### src/rtl/sauria_pe_pkg.sv
// Shared types and helpers for the systolic-array PE accumulator slice.
package sauria_pe_pkg;

  // Widest accumulator any PE variant may use; helpers work at this width
  // and callers truncate to their own ACC_W.
  localparam int unsigned ACC_W_MAX = 64;

  typedef logic signed [ACC_W_MAX-1:0] acc_t;

  // Full-width saturation bounds; narrowed per instance by sat_hi/sat_lo.
  localparam acc_t ACC_MAX = {1'b0, {(ACC_W_MAX-1){1'b1}}};
  localparam acc_t ACC_MIN = {1'b1, {(ACC_W_MAX-1){1'b0}}};

  // Stage-2 action for the accumulator register.
  typedef enum logic [1:0] {
    ACC_HOLD,
    ACC_LOAD,
    ACC_ZERO,
    ACC_ADD
  } acc_op_e;

  // Sign-extend a zero-padded mul_w-bit product to the full helper width.
  function automatic acc_t sext_prod(input acc_t raw, input int unsigned mul_w);
    return (raw <<< (ACC_W_MAX - mul_w)) >>> (ACC_W_MAX - mul_w);
  endfunction

  // Largest positive value representable in w bits (sign-extended).
  function automatic acc_t sat_hi(input int unsigned w);
    return ACC_MAX >>> (ACC_W_MAX - w);
  endfunction

  // Most negative value representable in w bits (sign-extended).
  function automatic acc_t sat_lo(input int unsigned w);
    return ACC_MIN >>> (ACC_W_MAX - w);
  endfunction

  // Decide what stage 2 does with the registered product this cycle.
  function automatic acc_op_e decode_op(input logic stall, input logic valid,
                                        input logic clear);
    acc_op_e op;
    op = ACC_HOLD;
    if (!stall) begin
      if (clear && valid)  op = ACC_LOAD;
      else if (clear)      op = ACC_ZERO;
      else if (valid)      op = ACC_ADD;
    end
    return op;
  endfunction

endpackage

### src/rtl/pe_acc_adder.sv
// Combinational signed adder with overflow detect and optional saturation.
module pe_acc_adder
  import sauria_pe_pkg::*;
#(
  parameter int unsigned W = 32
) (
  input  logic signed [W-1:0] a,
  input  logic signed [W-1:0] b,
  input  logic                sat_en,
  output logic signed [W-1:0] sum,
  output logic                ovf
);

  localparam acc_t HI_X = sat_hi(W);
  localparam acc_t LO_X = sat_lo(W);
  localparam logic signed [W-1:0] SAT_HI = HI_X[W-1:0];
  localparam logic signed [W-1:0] SAT_LO = LO_X[W-1:0];

  logic signed [W-1:0] raw;

  // Add, flag overflow on equal operand signs with a flipped result sign, clamp if enabled.
  always_comb begin
    raw = a + b;
    ovf = (a[W-1] == b[W-1]) && (raw[W-1] != a[W-1]);
    sum = raw;
    if (sat_en && ovf) begin
      sum = a[W-1] ? SAT_LO : SAT_HI;
    end
  end

endmodule

### src/rtl/pe_accumulator.sv
// PE accumulator: registers the multiplier product, accumulates it into a
// partial sum, and hands finished sums to a shadow register on the shift chain.
module pe_accumulator
  import sauria_pe_pkg::*;
#(
  parameter int unsigned MUL_W  = 16,
  parameter int unsigned ACC_W  = 32,
  parameter bit          SAT_EN = 1'b0
) (
  input  logic             i_clk,
  input  logic             i_rstn,
  input  logic [MUL_W-1:0] i_prod,
  input  logic             i_prod_valid,
  input  logic             i_clear,
  input  logic             i_stall,
  input  logic             i_swap,
  input  logic             i_shift_en,
  input  logic [ACC_W-1:0] i_psum_in,
  output logic [ACC_W-1:0] o_psum_out,
  output logic             o_ovf_out,
  output logic [ACC_W-1:0] o_acc,
  output logic             o_ovf
);

  logic signed [MUL_W-1:0] prod_q;
  logic                    valid_q;
  logic                    clear_q;

  logic signed [ACC_W-1:0] acc;
  logic                    ovf;
  logic        [ACC_W-1:0] shadow;
  logic                    shadow_ovf;

  logic signed [ACC_W-1:0] prod_ext;
  logic signed [ACC_W-1:0] add_sum;
  logic                    add_ovf;
  logic signed [ACC_W-1:0] acc_upd;
  logic                    ovf_upd;
  acc_op_e                 op;

  // Stage 1: capture the product and its qualifiers unless stalled.
  always_ff @(posedge i_clk or negedge i_rstn) begin
    if (!i_rstn) begin
      prod_q  <= '0;
      valid_q <= 1'b0;
      clear_q <= 1'b0;
    end else if (!i_stall) begin
      prod_q  <= i_prod;
      valid_q <= i_prod_valid;
      clear_q <= i_clear;
    end
  end

  // Widen the registered product to accumulator width.
  always_comb begin
    prod_ext = ACC_W'(sext_prod(acc_t'($unsigned(prod_q)), MUL_W));
  end

  pe_acc_adder #(
    .W (ACC_W)
  ) u_adder (
    .a      (acc),
    .b      (prod_ext),
    .sat_en (SAT_EN),
    .sum    (add_sum),
    .ovf    (add_ovf)
  );

  // Stage 2: next accumulator value and sticky overflow.
  always_comb begin
    acc_upd = acc;
    ovf_upd = ovf;
    op      = decode_op(i_stall, valid_q, clear_q);
    unique case (op)
      ACC_LOAD: begin
        acc_upd = prod_ext;
        ovf_upd = 1'b0;
      end
      ACC_ZERO: begin
        acc_upd = '0;
        ovf_upd = 1'b0;
      end
      ACC_ADD: begin
        acc_upd = add_sum;
        ovf_upd = ovf | add_ovf;
      end
      default: ;
    endcase
  end

  // Accumulator and shadow chain. Swap takes acc_upd (not acc) so a product
  // retiring in the swap cycle lands in the shadow; swap overrides shift.
  always_ff @(posedge i_clk or negedge i_rstn) begin
    if (!i_rstn) begin
      acc        <= '0;
      ovf        <= 1'b0;
      shadow     <= '0;
      shadow_ovf <= 1'b0;
    end else if (i_swap) begin
      shadow     <= acc_upd;
      shadow_ovf <= ovf_upd;
      acc        <= '0;
      ovf        <= 1'b0;
    end else begin
      acc <= acc_upd;
      ovf <= ovf_upd;
      if (i_shift_en) begin
        shadow     <= i_psum_in;
        shadow_ovf <= 1'b0;
      end
    end
  end

  assign o_acc      = acc;
  assign o_ovf      = ovf;
  assign o_psum_out = shadow;
  assign o_ovf_out  = shadow_ovf;

endmodule

### config.mk
export PLATFORM = sky130hd
export DESIGN_NAME = pe_accumulator
export DESIGN_NICKNAME = d
export VERILOG_FILES = /design/src/rtl/sauria_pe_pkg.sv /design/src/rtl/pe_acc_adder.sv /design/src/rtl/pe_accumulator.sv
export SDC_FILE = /design/constraint.sdc
export NUM_CORES = 1
export LEC_CHECK = 0
export BUFFER_PORTS_ARGS = -buffer_cell sky130_fd_sc_hd__buf_4
export CAP_MARGIN = 20
export CORE_ASPECT_RATIO = 2
export CORE_UTILIZATION = 59
export DETAILED_ROUTE_END_ITERATION = 10
export GPL_ROUTABILITY_DRIVEN = 0
export PLACE_DENSITY_LB_ADDON = 0.08
export REMOVE_ABC_BUFFERS = 1
export SLEW_MARGIN = 40
export SYNTH_ARGS = -nofsm -noshare
export SYNTH_HDL_FRONTEND = slang
export SYNTH_SLANG_ARGS = --single-unit
### constraint.sdc
create_clock -name i_clk -period 5.5 [get_ports i_clk]
set_clock_uncertainty 0.1 [all_clocks]
set_input_delay 0.825 -clock i_clk [delete_from_list [all_inputs] [get_ports i_clk]]
set_output_delay 0.825 -clock i_clk [all_outputs]
set_load 0.01 [all_outputs]
## Word-level counts from Yosys, hierarchy flattened

Cells that the tools add are included.

| operators by class | value |
|---|---|
| add/sub/neg operators | 1 |
| multiply operators | 0 |
| div/mod/pow operators | 0 |
| magnitude comparators | 0 |
| equality and inequality tests | 5 |
| shift operators | 0 |
| mux-type cells | 12 |
| bitwise operators | 1 |
| reduce and logical (&&, ||, !) cells | 4 |

Operators with widths:

| kind | count |
|---|---|
| $mux 32 | 3 |
| $pmux 32 s3 | 1 |
| $add 32x16->32 | 1 |
| $mux 2 | 4 |
| $eq 2x2->1 const B | 2 |
| $mux 1 | 3 |
| $eq 2x1->1 const B | 1 |
| $logic_and 1x1->1 | 2 |
| $pmux 1 s2 | 1 |
| $reduce_bool 2->1 | 1 |
| $reduce_or 2->1 | 1 |
| $eq 1x1->1 | 1 |
| $ne 1x1->1 | 1 |
| $or 1x1->1 | 1 |

| storage, ports and cells | value |
|---|---|
| bits in registers | 84 |
| bits in latches | 0 |
| memory bits (writable) | 0 |
| bits in read-only memories | 0 |
| input port bits | 55 |
| output and inout port bits | 66 |
| logic and storage cells | 30 |
| memories kept | 0 |

## Depth between registers and ports, before layout

| depth | value |
|---|---|
| depth after elaboration | 8 |
| depth in mapped cells | 11 |
| depth with buffers taken out | 11 |

## Modules after synthesis

A second synthesis with hierarchy kept.

| unflattened totals | value |
|---|---|
| cells, all modules | 651 |
| area total of the unflattened synthesis | 6826.5 um2 |

Modules (own cells, without submodules):

| module | times used | cells each | area each (um2) | seq. area each (um2) |
|---|---|---|---|---|
| pe_accumulator | 1 | 336 | 4594.4 | 2102.0 |
| pe_acc_adder | 1 | 315 | 2232.1 | 0.0 |

## Worst setup path after synthesis

OpenSTA, ideal clock, no wires.

| timing | value |
|---|---|
| kind | flip-flop to flip-flop |
| start point | register acc[0], in the netlist o_acc[0] |
| end point | register shadow[28], in the netlist o_psum_out[28] |
| setup time | 0.135 ns |
| arrival | 2.546 ns |
| required time | 5.265 ns |
| setup slack | 2.719 ns |
| stages on the path, launching flop included | 12 |
| path buffers | 0 |
| period minus slack after synthesis | 2.781 ns |
| path through | dfrtp_1 ha_1 fa_1 a21o_1 a221oi_2 o211ai_2 a31oi_4 o311a_4 a21oi_2 xor2_1 a21oi_1 o22ai_1 |

| between the ends | value |
|---|---|
| word-level cells in the longest chain between the ends | 3 |

Ends and longest elaborated chain:

| item | line | source |
|---|---|---|
| from (decl) | pe_accumulator.sv:29 | `logic signed [ACC_W-1:0] acc;` |
| from (signal assigned) | pe_accumulator.sv:105 | `acc <= acc_upd;` |
| $add 32x16->32 | pe_acc_adder.sv:23 | `raw = a + b;` |
| $pmux 32 s3 | pe_accumulator.sv:74 | `unique case (op)` |
| $mux 32 | pe_accumulator.sv:99 | `end else if (i_swap) begin` |
| to (signal assigned) | pe_accumulator.sv:100 | `shadow <= acc_upd;` |
| to (signal assigned) | pe_accumulator.sv:108 | `shadow <= i_psum_in;` |
| to (decl) | pe_accumulator.sv:31 | `logic [ACC_W-1:0] shadow;` |

Every way passes these cells.
A chain may end at the register's enable or synchronous reset.

## Final worst setup path

| timing | value |
|---|---|
| start point | register prod_q[15] |
| end point | register shadow[25], in the netlist o_psum_out[25] |

| between the ends | value |
|---|---|
| word-level cells in the longest chain between the ends | 3 |

Ends and longest elaborated chain:

| item | line | source |
|---|---|---|
| from (decl) | pe_accumulator.sv:25 | `logic signed [MUL_W-1:0] prod_q;` |
| from (signal assigned) | pe_accumulator.sv:48 | `prod_q <= i_prod;` |
| $add 32x16->32 | pe_acc_adder.sv:23 |  |
| $pmux 32 s3 (*) | pe_accumulator.sv:74 |  |
| $mux 32 (*) | pe_accumulator.sv:99 |  |

Mark *: on every way between the ends. The rest lies on a longest branch, timed or not.

==> flow_metrics.py <==
metrics = {
    "run_status": {
        "outcome": "finished clean",
    },
    "finish": {
        "final_nets": 772,
        "area_growth_syn_to_layout_pct": 22.81,
        "n_antenna_cell": 0,
        "utilization_pct": 75.19,
        "drive_gt1_share_pct": 24.64,
        "final_cells": 790,
        "postLayoutCellArea_um2": 6548,
    },
    "yosys": {
        "synth-async-reset-ratio_pct": 100.0,
        "netlist_top_cells_area": "dfrtp_1, ha_1, a21oi_1",
        "synth_flop_cell": "dfrtp_1",
        "ys_ff_latch": 84,
        "ys_seq_area_share_pct": 39.43,
        "synth_cells": 583,
        "synth-edff-count": 0,
        "synth.top_cell.area_share_pct": 39.43,
        "synth_warnings": 0,
        "synthTopCellsByCount": "dfrtp_1, a21oi_1, nor2_1",
        "synthDistinctLibCells": 55,
        "synth.most_common_cell": "dfrtp_1",
        "yosysTopAreaCell": "dfrtp_1",
        "syn_area_per_cell_um2": 9.145,
        "syn_area_um2": 5331,
    },
    "setup_path": {
        "cp.arrival_ps": 3670,
        "crit_top_cell": "o21ai_0",
        "reg2reg_to": "o_psum_out[25]",
        "cpMaxStageDelayCell": "dfrtp_1",
        "crit_family": "compound AO/OA/AOI/OAI gates",
        "r2r_slack_ps": 1970,
        "path_class": "reg2reg",
        "ff2ff_path_depth": 10,
        "worstPathRequired_ps": 5630,
        "slowest_delay_ps": 880,
        "crit_chain": "ha_1 -> a21oi_1 -> o21ai_0 -> a31oi_1 -> inv_1 -> a211oi_1 -> o21ai_0 -> xnor2_1 -> o21ai_0 -> a21o_1",
        "cp_max_fo": 24,
        "rr_startpoint": "prod_q[15]",
        "critPathBufInv": 1,
        "cp-start-kind": "flop",
        "end_kind": "flop",
    },
    "sta": {
        "tightest_slew_ps": 837.5,
        "rsz0062_at_grt": "false",
        "slew_viol_final": 0,
        "fmax_ghz": 0.2832,
        "finalCritPeriodShare_pct": 64.21,
        "max-slew-margin-rel_pct": 44.17,
        "period_minus_slack_ps": 3532,
        "finalSetupTns_ps": 0,
        "setup_violations": 0,
        "setup_ws_ps": 1968,
        "whs_ps": 344.0,
        "hold_viol_final": 0,
    },
    "die": {
        "ios": 121,
        "start_util_pct": 61.22,
        "rows": 48,
        "core_area_um2": 8708,
        "fp.dieArea_um2": 9443,
        "chipWidth_um": 69.22,
        "chipHeight_um": 136.4,
    },
    "cts": {
        "cts_resized": 0,
        "cts_buffers": 9,
        "cts_buffer_depth": 2,
        "tritoncts": "done",
        "ctsHoldBuffers": 0,
        "worstSkewPairLatency_ps": 340,
        "htree_levels": 3,
        "cts.sinks": 84,
        "cts_root_buf": "clkbuf_16",
        "cts_setup_buffers": 0,
        "clk_pin_slew_ps": 60,
    },
    "global_route": {
        "grt_antenna_before_repair": 0,
        "grt_overflow": 0,
        "grt_pass1_wl_um": 24170,
        "grt_pass1_vias": 5063,
        "track_usage_pct": 32.45,
        "grt_max_degree": 58,
    },
    "place": {
        "post-place-ws_ps": 2067,
        "portBuffers": 120,
        "dp_hpwl_um": 10490,
        "post_dp_cell_area_um2": 6235,
        "place_inst": 774,
    },
    "power": {
        "p_leak_nw": 3.093,
        "p_total_mw": 2.004,
        "power.density_nw_per_um2": 306.1,
        "irDropWorstVdd_mv": 0.2180,
    },
    "detailed_routing": {
        "drcViolationCount": 0,
        "ant_nets": 0,
        "avgRoutedWirePerCell_um": 18.54,
        "dr_total_vias": 4988,
        "wirelength_um": 14650,
        "first_iter_violations": 621,
        "drt_first_pass_iters": 7,
        "avgViaCountPerCell": 6.314,
    },
    "run": {
        "drv_cap": 0,
    },
    "worst_hold_path": {
        "hold_class": "in2async",
    },
}
==> layout make-up <==
type                    count  area (um2)
multi-input cells         456        3042
fillers                   677        2161
flip-flops and latches     84        2103
repair buffers            123       923.4
clock buffers              12       256.5
well taps                 100       125.1
clock inverters             4       56.30
inverters                  11       41.29
==> per-layer routing <==
| metal | vias to the layer above | share of wire, % | GRT usage, % |
|---|---|---|---|
| met5 | - | 0 | 0 |
| met4 | 0 | 4.3 | 17.35 |
| met3 | 65 | 4.7 | 6.153 |
| met2 | 201 | 56 | 60.36 |
| met1 | 2395 | 35 | 33.87 |
| li1 | 2327 | - | - |
==> worst max-delay path by stage <==
stage,cells after the start,to,from
4_1_cts,10,o_psum_out[28],prod_q[15]
3_3_place_gp,6,o_psum_out[31],clear_q
6_report,10,o_psum_out[25],prod_q[15]
5_1_grt,10,o_acc[31],prod_q[15]
2_1_floorplan,10,o_psum_out[28],prod_q[15]
3_5_place_dp,10,o_psum_out[28],prod_q[15]
==> state kept, by name (all words and copies together) (netlist names) <==
signal      cells
o_acc          32
valid_q         1
o_ovf_out       1
o_psum_out     32
o_ovf           1
prod_q         16
clear_q         1
==> cells by family (layout without fill, tap and decap cells) <==
kind of cell | count (synthesis) | in the layout | share of synthesized area, %
AOI/OAI and AO/OA | 205 | 205 | 24.64
buffers and inverters | 43 | 150 | 3.567
DFF | 84 | 84 | 39.43
xor gates and xnor gates | 29 | 29 | 4.764
and+or+nand+nor | 161 | 161 | 14.06
adders and majority gates | 32 | 32 | 7.651
muxes | 29 | 29 | 5.891
==> layout by cell type, fill, tap and decap left out, types with 4 or more instances in the layout <==
| master | instances |
|---|---|
| a211oi_1 | 29 |
| a21o_1 | 9 |
| a21oi_1 | 61 |
| a22oi_1 | 12 |
| a31oi_1 | 7 |
| and2_1 | 7 |
| and3_1 | 5 |
| buf_4 | 123 |
| clkbuf_16 | 9 |
| dfrtp_1 | 83 |
| ha_1 | 31 |
| inv_1 | 10 |
| mux2_2 | 19 |
| mux2i_1 | 10 |
| nand2_1 | 43 |
| nand2b_1 | 4 |
| nand3_1 | 5 |
| nor2_1 | 55 |
| nor2b_1 | 28 |
| nor3_1 | 5 |
| o21ai_0 | 48 |
| o21bai_1 | 6 |
| o22ai_1 | 7 |
| xnor2_1 | 15 |
| xor2_1 | 14 |
==> power breakdown <==
part	total (mW)	switching (mW)	leakage (nW)	internal [mW]
Clock	0.637	0.257	0.153	0.380
Combinational	0.625	0.347	1.88	0.278
Sequential	0.743	0.0605	1.06	0.682
Total	2.00	0.664	3.09	1.34
Note: power is estimated with default switching activity, not from simulation.
